[src/rtl/llc_pkg.sv]
// Shared types for the LLC event scheduler: FSM state codes and event-entry sizing.
package llc_pkg;

    typedef enum logic [2:0] {
        ST_IDLE   = 3'd0,
        ST_EVAL   = 3'd1,
        ST_COMMIT = 3'd2
    } llc_state_t;

    // Entry layout, MSB to LSB: {data, new flags, periodic, ts}
    function automatic int unsigned entry_width(input int unsigned num_inputs,
                                                input int unsigned data_w,
                                                input int unsigned ts_w);
        return num_inputs * data_w + num_inputs + 1 + ts_w;
    endfunction

endpackage

[src/rtl/llc_event_fifo.sv]
// Synchronous event FIFO; pointers carry an extra wrap bit to tell full from empty.
module llc_event_fifo #(
    parameter int unsigned WIDTH = 8,
    parameter int unsigned DEPTH = 4
) (
    input  logic             clk,
    input  logic             rst,
    input  logic             push,
    input  logic             pop,
    input  logic [WIDTH-1:0] wr_data,
    output logic [WIDTH-1:0] rd_data,
    output logic             push_ok,
    output logic             full,
    output logic             empty
);

    localparam int unsigned AW = (DEPTH > 1) ? $clog2(DEPTH) : 1;

    logic [AW:0]      wr_ptr;
    logic [AW:0]      rd_ptr;
    logic [WIDTH-1:0] mem [DEPTH];
    logic             pop_ok;

    assign empty   = (wr_ptr == rd_ptr);
    assign full    = (wr_ptr[AW] != rd_ptr[AW]) && (wr_ptr[AW-1:0] == rd_ptr[AW-1:0]);
    assign pop_ok  = pop & ~empty;
    // A pop in the same cycle frees the slot, so a push while full still lands
    assign push_ok = push & (~full | pop_ok);
    assign rd_data = mem[rd_ptr[AW-1:0]];

    always_ff @(posedge clk or posedge rst) begin
        if (rst) begin
            wr_ptr <= '0;
            rd_ptr <= '0;
        end else begin
            if (push_ok) wr_ptr <= wr_ptr + (AW+1)'(1);
            if (pop_ok)  rd_ptr <= rd_ptr + (AW+1)'(1);
        end
    end

    always_ff @(posedge clk) begin
        if (push_ok) mem[wr_ptr[AW-1:0]] <= wr_data;
    end

endmodule

[src/rtl/llc_event_scheduler.sv]
// Low-level controller: queues input/periodic events and walks each one through
// the evaluation layers, one layer per cycle, followed by a commit strobe.
module llc_event_scheduler
    import llc_pkg::*;
#(
    parameter int unsigned DATA_W      = 8,
    parameter int unsigned NUM_INPUTS  = 2,
    parameter int unsigned NUM_LAYERS  = 4,
    parameter int unsigned QUEUE_DEPTH = 4,
    parameter int unsigned TS_W        = 8
) (
    input  logic                         clk,
    input  logic                         rst,
    input  logic                         en,
    input  logic [NUM_INPUTS*DATA_W-1:0] in_data,
    input  logic [NUM_INPUTS-1:0]        in_new,
    input  logic                         periodic_tick,
    output logic                         q_push,
    output logic                         q_push_valid,
    output logic                         q_pop,
    output logic                         q_pop_valid,
    output logic                         overflow,
    output logic [2:0]                   llc_state,
    output logic [NUM_LAYERS-1:0]        layer_en,
    output logic [NUM_INPUTS*DATA_W-1:0] cur_data,
    output logic [NUM_INPUTS-1:0]        cur_new,
    output logic                         cur_periodic,
    output logic [TS_W-1:0]              cur_ts,
    output logic                         commit
);

    localparam int unsigned EW    = entry_width(NUM_INPUTS, DATA_W, TS_W);
    localparam int unsigned LW    = (NUM_LAYERS > 1) ? $clog2(NUM_LAYERS) : 1;
    localparam int unsigned P_BIT = TS_W;
    localparam int unsigned N_LSB = TS_W + 1;
    localparam int unsigned D_LSB = TS_W + 1 + NUM_INPUTS;

    llc_state_t      state, state_nxt;
    logic [LW-1:0]   layer, layer_nxt;
    logic [TS_W-1:0] ts;
    logic [EW-1:0]   wr_entry, rd_entry;
    logic            fifo_full, fifo_empty, push_ok, pop_req;

    // Gated by rst so the push strobe drops in the same cycle reset asserts
    assign q_push       = en & ~rst & ((|in_new) | periodic_tick);
    assign q_push_valid = push_ok;
    assign q_pop        = pop_req;
    assign q_pop_valid  = pop_req;
    assign llc_state    = state;
    assign wr_entry     = {in_data, in_new, periodic_tick, ts};

    llc_event_fifo #(
        .WIDTH (EW),
        .DEPTH (QUEUE_DEPTH)
    ) u_fifo (
        .clk     (clk),
        .rst     (rst),
        .push    (q_push),
        .pop     (pop_req),
        .wr_data (wr_entry),
        .rd_data (rd_entry),
        .push_ok (push_ok),
        .full    (fifo_full),
        .empty   (fifo_empty)
    );

    always_comb begin
        state_nxt = state;
        layer_nxt = layer;
        pop_req   = 1'b0;
        layer_en  = '0;
        commit    = 1'b0;
        if (en) begin
            case (state)
                ST_IDLE: begin
                    if (!fifo_empty) begin
                        pop_req   = 1'b1;
                        layer_nxt = '0;
                        state_nxt = ST_EVAL;
                    end
                end
                ST_EVAL: begin
                    layer_en = NUM_LAYERS'(1) << layer;
                    if (layer == LW'(NUM_LAYERS - 1)) state_nxt = ST_COMMIT;
                    else                              layer_nxt = layer + LW'(1);
                end
                ST_COMMIT: begin
                    commit = 1'b1;
                    if (!fifo_empty) begin
                        pop_req   = 1'b1;
                        layer_nxt = '0;
                        state_nxt = ST_EVAL;
                    end else begin
                        state_nxt = ST_IDLE;
                    end
                end
                default: state_nxt = ST_IDLE;
            endcase
        end
    end

    always_ff @(posedge clk or posedge rst) begin
        if (rst) begin
            state    <= ST_IDLE;
            layer    <= '0;
            ts       <= '0;
            overflow <= 1'b0;
        end else begin
            state <= state_nxt;
            layer <= layer_nxt;
            if (en) ts <= ts + TS_W'(1);
            if (q_push && !push_ok) overflow <= 1'b1;
        end
    end

    always_ff @(posedge clk or posedge rst) begin
        if (rst) begin
            cur_data     <= '0;
            cur_new      <= '0;
            cur_periodic <= 1'b0;
            cur_ts       <= '0;
        end else if (pop_req) begin
            cur_data     <= rd_entry[D_LSB +: NUM_INPUTS*DATA_W];
            cur_new      <= rd_entry[N_LSB +: NUM_INPUTS];
            cur_periodic <= rd_entry[P_BIT];
            cur_ts       <= rd_entry[TS_W-1:0];
        end
    end

endmodule
[config.mk]
export PLATFORM = sky130hd
export DESIGN_NAME = llc_event_scheduler
export DESIGN_NICKNAME = d
export VERILOG_FILES = /design/src/rtl/llc_pkg.sv /design/src/rtl/llc_event_fifo.sv /design/src/rtl/llc_event_scheduler.sv
export SDC_FILE = /design/constraint.sdc
export NUM_CORES = 1
export LEC_CHECK = 0
export CAP_MARGIN = 20
export CORE_MARGIN = 2
export CORE_UTILIZATION = 30
export DETAILED_ROUTE_END_ITERATION = 10
export GPL_TIMING_DRIVEN = 0
export HOLD_SLACK_MARGIN = 0.1
export PLACE_DENSITY = 0.57
export SETUP_SLACK_MARGIN = 0.02
export SLEW_MARGIN = 20
export SYNTH_ARGS = -nofsm -noshare
export SYNTH_HDL_FRONTEND = slang
export SYNTH_SLANG_ARGS = --single-unit
[constraint.sdc]
create_clock -name clk -period 4.1 [get_ports clk]
set_input_delay 0.615 -clock clk [delete_from_list [all_inputs] [get_ports clk]]
set_output_delay 0.615 -clock clk [all_outputs]
set_load 0.05 [all_outputs]
==> flow_summary.html <==
<table>
<tr><th>Metric</th><th>Value</th></tr>
<tr><th colspan="2">Critical path</th></tr>
<tr><td>Capturing element of the worst setup path</td><td>q_push_valid</td></tr>
<tr><td>Setup crit start kind</td><td>input pin</td></tr>
<tr><td>Crit path kind</td><td>input pin to output port</td></tr>
<tr><td>Critical path startpoint</td><td>en</td></tr>
<tr><td>Internal reg-to-reg setup slack</td><td>2.02 ns</td></tr>
<tr><td>WP data arrival</td><td>2.91 ns</td></tr>
<tr><td>Worst R2R Start</td><td>u_fifo.wr_ptr[1]$_DFFE_PP0P_</td></tr>
<tr><td>Worst flop-to-flop path endpoint</td><td>u_fifo.mem[3][19]$_DFFE_PP_</td></tr>
<tr><td>Critical Path Sink Type</td><td>output port</td></tr>
<tr><td>Maximum fanout count along the critical path</td><td>10</td></tr>
<tr><td>Required time reported for the critical path endpoint</td><td>around 3.5 ns</td></tr>
<tr><td>Cell count of the worst reg-to-reg path</td><td>3</td></tr>
<tr><th colspan="2">Cells and area</th></tr>
<tr><td>Ant. Diodes</td><td>0</td></tr>
<tr><td>Number of inserted filler cells in the final layout</td><td>1805</td></tr>
<tr><td>Commonest non-fill, non-tap cells in the layout</td><td>sky130_fd_sc_hd__edfxtp_1, sky130_fd_sc_hd__clkdlybuf4s50_1, sky130_fd_sc_hd__dfrtp_1</td></tr>
<tr><td>Nets</td><td>413</td></tr>
<tr><td>Final cell count without fillers</td><td>663</td></tr>
<tr><td>Multi-input logic area</td><td>0.00158 mm^2</td></tr>
<tr><td>Area growth from synthesis to layout</td><td>26.0%</td></tr>
<tr><td>Leading cell type in the layout, fill and taps excluded</td><td>sky130_fd_sc_hd__edfxtp_1</td></tr>
<tr><td>FF/Latch Area</td><td>about 0.0044 mm^2</td></tr>
<tr><td>Proportion of layout cells with a drive suffix above 1</td><td>0.272</td></tr>
<tr><th colspan="2">Detailed routing</th></tr>
<tr><td>DR vias</td><td>2902</td></tr>
<tr><td>Avg Vias per Cell</td><td>4.38</td></tr>
<tr><td>Total wirelength of the detailed-routed design</td><td>11200 um</td></tr>
<tr><td>1st-pass router iterations</td><td>4</td></tr>
<tr><td>Post-route ant nets</td><td>0</td></tr>
<tr><td>Iter 0 DRT Violations</td><td>127</td></tr>
<tr><td>Number of remaining DRC errors</td><td>0</td></tr>
<tr><td>Per-cell routed wire length</td><td>16.9 um</td></tr>
<tr><th colspan="2">Clock network</th></tr>
<tr><td>CTS tree</td><td>built</td></tr>
<tr><td>Total setup buffers inserted after CTS</td><td>0</td></tr>
<tr><td>Clock H-tree levels</td><td>4</td></tr>
<tr><td>Hold-fix buffer count after cts</td><td>0</td></tr>
<tr><td>Clock transition at path regs</td><td>around 0.060 ns</td></tr>
<tr><td>Worst skew pair latency</td><td>0.42 ns</td></tr>
<tr><td>Number of clock buffers inserted by TritonCTS</td><td>17</td></tr>
<tr><td>Maximum buffer depth of the clock tree</td><td>2</td></tr>
<tr><td>Root Driver</td><td>sky130_fd_sc_hd__clkbuf_16</td></tr>
<tr><td>Post-cts gate resize count</td><td>0</td></tr>
<tr><td>TritonCTS Sinks</td><td>approximately 150</td></tr>
<tr><th colspan="2">Global routing</th></tr>
<tr><td>First-pass GRT wire length</td><td>17700 um</td></tr>
<tr><td>Pin count of the biggest net entering global routing</td><td>47</td></tr>
<tr><td>GR Util All Layers</td><td>0.113</td></tr>
<tr><td>Via count of the first global-routing pass</td><td>around 3200</td></tr>
<tr><td>Global-route congestion overflow total</td><td>0</td></tr>
<tr><td>Number of antenna violations at the first check in global routing</td><td>0</td></tr>
<tr><th colspan="2">Timing</th></tr>
<tr><td>Worst setup skew after layout</td><td>0.00571 ns</td></tr>
<tr><td>Hold Fails Final Rpt</td><td>0</td></tr>
<tr><td>Max_slew headroom</td><td>0.458</td></tr>
<tr><td>RSZ-0062 raised after global routing</td><td>no</td></tr>
<tr><td>Min cycle time layout</td><td>~3.5 ns</td></tr>
<tr><td>Least setup slack across all paths after layout</td><td>0.574 ns</td></tr>
<tr><td>Highest attainable clock frequency</td><td>284 MHz</td></tr>
<tr><td>Final-report setup violation count</td><td>0</td></tr>
<tr><td>Fin. max-slew vios</td><td>0</td></tr>
<tr><td>Period Utilization, post-route</td><td>0.860</td></tr>
<tr><td>Worst Hold Slack</td><td>0.484 ns</td></tr>
<tr><td>Post-route setup TNS</td><td>0 ns</td></tr>
<tr><td>Transition at the pin with the smallest max-transition slack</td><td>0.813 ns</td></tr>
<tr><th colspan="2">Synthesis</th></tr>
<tr><td>Area share of the largest cell type after synthesis</td><td>0.531</td></tr>
<tr><td>Post-synthesis cell type with the largest combined area</td><td>sky130_fd_sc_hd__edfxtp_1</td></tr>
<tr><td>Mapped Nets</td><td>331</td></tr>
<tr><td>Area of the mapped netlist</td><td>0.00610 mm^2</td></tr>
<tr><td>Largest cells by area after synthesis</td><td>sky130_fd_sc_hd__edfxtp_1, sky130_fd_sc_hd__dfrtp_1, sky130_fd_sc_hd__mux4_2</td></tr>
<tr><td>Post-synthesis instance total</td><td>299</td></tr>
<tr><td>Synthesized area divided by synthesized cell count</td><td>20.4 um^2</td></tr>
<tr><td>Proportion of synthesized chip area in sequential cells</td><td>0.720</td></tr>
<tr><td>Distinct cells, synth</td><td>29</td></tr>
<tr><td>Warnings, synthesis</td><td>0</td></tr>
<tr><td>Register bit total from synthesis</td><td>154</td></tr>
<tr><th colspan="2">Placement</th></tr>
<tr><td>DPL Wire Length</td><td>7060 um</td></tr>
<tr><td>Placer congestion estimate</td><td>0.722</td></tr>
<tr><td># port buffers</td><td>60</td></tr>
<tr><td>Number of cells after detailed placement</td><td>around 630</td></tr>
<tr><td>Worst setup timing slack at the placement stage</td><td>0.567 ns</td></tr>
<tr><th colspan="2">Floorplan</th></tr>
<tr><td>Count of boundary I/O pins</td><td>62</td></tr>
<tr><td>Rows</td><td>52</td></tr>
<tr><td>Starting utilization of the core area</td><td>0.304</td></tr>
<tr><td>Die height</td><td>about 150 um</td></tr>
<tr><td>Area of the die</td><td>0.0215 mm^2</td></tr>
<tr><td>Core Area</td><td>0.0201 mm^2</td></tr>
<tr><td>Width of the chip</td><td>147 um</td></tr>
<tr><th colspan="2">Power</th></tr>
<tr><td>Power density over the cells</td><td>approximately 800 mW/mm^2</td></tr>
<tr><td>Standby leakage power</td><td>0.00281 uW</td></tr>
<tr><td>Worst vdd rail ir drop</td><td>0.000319 V</td></tr>
<tr><td>Final total power</td><td>6110 uW</td></tr>
<tr><th colspan="2">Worst hold path</th></tr>
<tr><td>Worst Hold Depth</td><td>1</td></tr>
<tr><td>Class of the tightest hold or removal check</td><td>flop to flop</td></tr>
<tr><th colspan="2">Run status</th></tr>
<tr><td>Result of the run</td><td>completed</td></tr>
<tr><th colspan="2">Job</th></tr>
<tr><td>Max cap viols</td><td>0</td></tr>
</table>
## metal layers
metal	GRT usage	wire, um	up-vias
met5	0	0	-
met4	0.0524	223	0
met3	0.0388	539	18
met2	0.182	5570	58
met1	0.136	4900	1502
li1	-	-	1324
## cells by family (layout without fill, tap and decap cells)
| group | count (synthesis) | after routing | share of synthesized area |
|---|---|---|---|
| and+or+nand+nor | 30 | 30 | 0.0287 |
| DFF | 154 | 154 | 0.720 |
| xor gates and xnor gates | 15 | 15 | 0.0215 |
| adders and majority gates | 10 | 10 | 0.0205 |
| muxes | 58 | 58 | 0.173 |
| other | 1 | 1 | 0.000614 |
| AOI/OAI and AO/OA | 11 | 11 | 0.0131 |
| buffers and inverters | 20 | 114 | 0.0223 |
## worst max-delay path: stages
cell and delay, ns:
sky130_fd_sc_hd__clkdlybuf4s50_1 0.48, sky130_fd_sc_hd__buf_4 0.18, sky130_fd_sc_hd__inv_1 0.11, sky130_fd_sc_hd__nor3_2 0.36, sky130_fd_sc_hd__nor2b_1 0.17, sky130_fd_sc_hd__buf_2 0.17
sky130_fd_sc_hd__clkdlybuf4s50_1 0.82
## worst min-delay path by stage
stage,slack (ns),start,to
final,0.48,overflow$_DFFE_PP0P_,overflow$_DFFE_PP0P_
after global routing,0.51,overflow$_DFFE_PP0P_,overflow$_DFFE_PP0P_
after CTS,0.49,overflow$_DFFE_PP0P_,overflow$_DFFE_PP0P_
after detailed placement,0.48,overflow$_DFFE_PP0P_,overflow$_DFFE_PP0P_
after global placement,0.47,overflow$_DFFE_PP0P_,overflow$_DFFE_PP0P_
after floorplan,0.49,ts[7]$_DFFE_PP0P_,ts[7]$_DFFE_PP0P_
## flip-flops by register name, summed over array words and instances (netlist names)
register	cells
u_fifo.mem	108
cur_new	2
u_fifo.wr_ptr	3
llc_state	2
cur_periodic	1
cur_ts	8
layer	2
overflow	1
ts	8
cur_data	16
u_fifo.rd_ptr	3
## final cells by class
class                      instances  area share
buffer                            13      0.0143
clock buffer                      21      0.0599
clock inverter                    10      0.0161
inverter                           7     0.00374
multi-input combinational        125       0.205
sequential                       154       0.571
tap                              270      0.0439
timing repair buffer              63      0.0859
## power breakdown
| group | total [uW] | switching [uW] | leakage [uW] | internal [uW] |
|---|---|---|---|---|
| Combinational | 2280 | 1250 | 0.000990 | 1040 |
| Sequential | 2290 | 227 | 0.00153 | 2060 |
| Clock | 1540 | 563 | 0.000285 | 975 |
## synth_stat cells
cell,number
sky130_fd_sc_hd__a21o_1,5
sky130_fd_sc_hd__a21oi_1,2
sky130_fd_sc_hd__and2_1,8
sky130_fd_sc_hd__and3b_2,1
sky130_fd_sc_hd__buf_2,4
sky130_fd_sc_hd__buf_4,3
sky130_fd_sc_hd__buf_6,6
sky130_fd_sc_hd__conb_1,1
sky130_fd_sc_hd__dfrtp_1,46
sky130_fd_sc_hd__edfxtp_1,108
sky130_fd_sc_hd__ha_1,10
sky130_fd_sc_hd__inv_1,7
sky130_fd_sc_hd__mux2_2,3
sky130_fd_sc_hd__mux2_4,27
sky130_fd_sc_hd__mux2i_1,1
sky130_fd_sc_hd__mux4_2,27
sky130_fd_sc_hd__nand2_1,4
sky130_fd_sc_hd__nand3_1,4
sky130_fd_sc_hd__nand4_1,2
sky130_fd_sc_hd__nor2_1,3
sky130_fd_sc_hd__nor2b_1,2
sky130_fd_sc_hd__nor3_1,3
sky130_fd_sc_hd__nor3_2,1
sky130_fd_sc_hd__nor4_2,1
sky130_fd_sc_hd__o21ai_0,3
sky130_fd_sc_hd__o31a_4,1
sky130_fd_sc_hd__or3_1,1
sky130_fd_sc_hd__xnor2_1,7
sky130_fd_sc_hd__xor2_1,8
## through the flow
stage	util	area [um^2]
finish	0.383	7690
detailed placement	0.354	7110
CTS	0.383	7690
floorplan	-	6100
global placement	0.350	7040
global route	0.383	7690
Power figures use the tool's default switching activity.
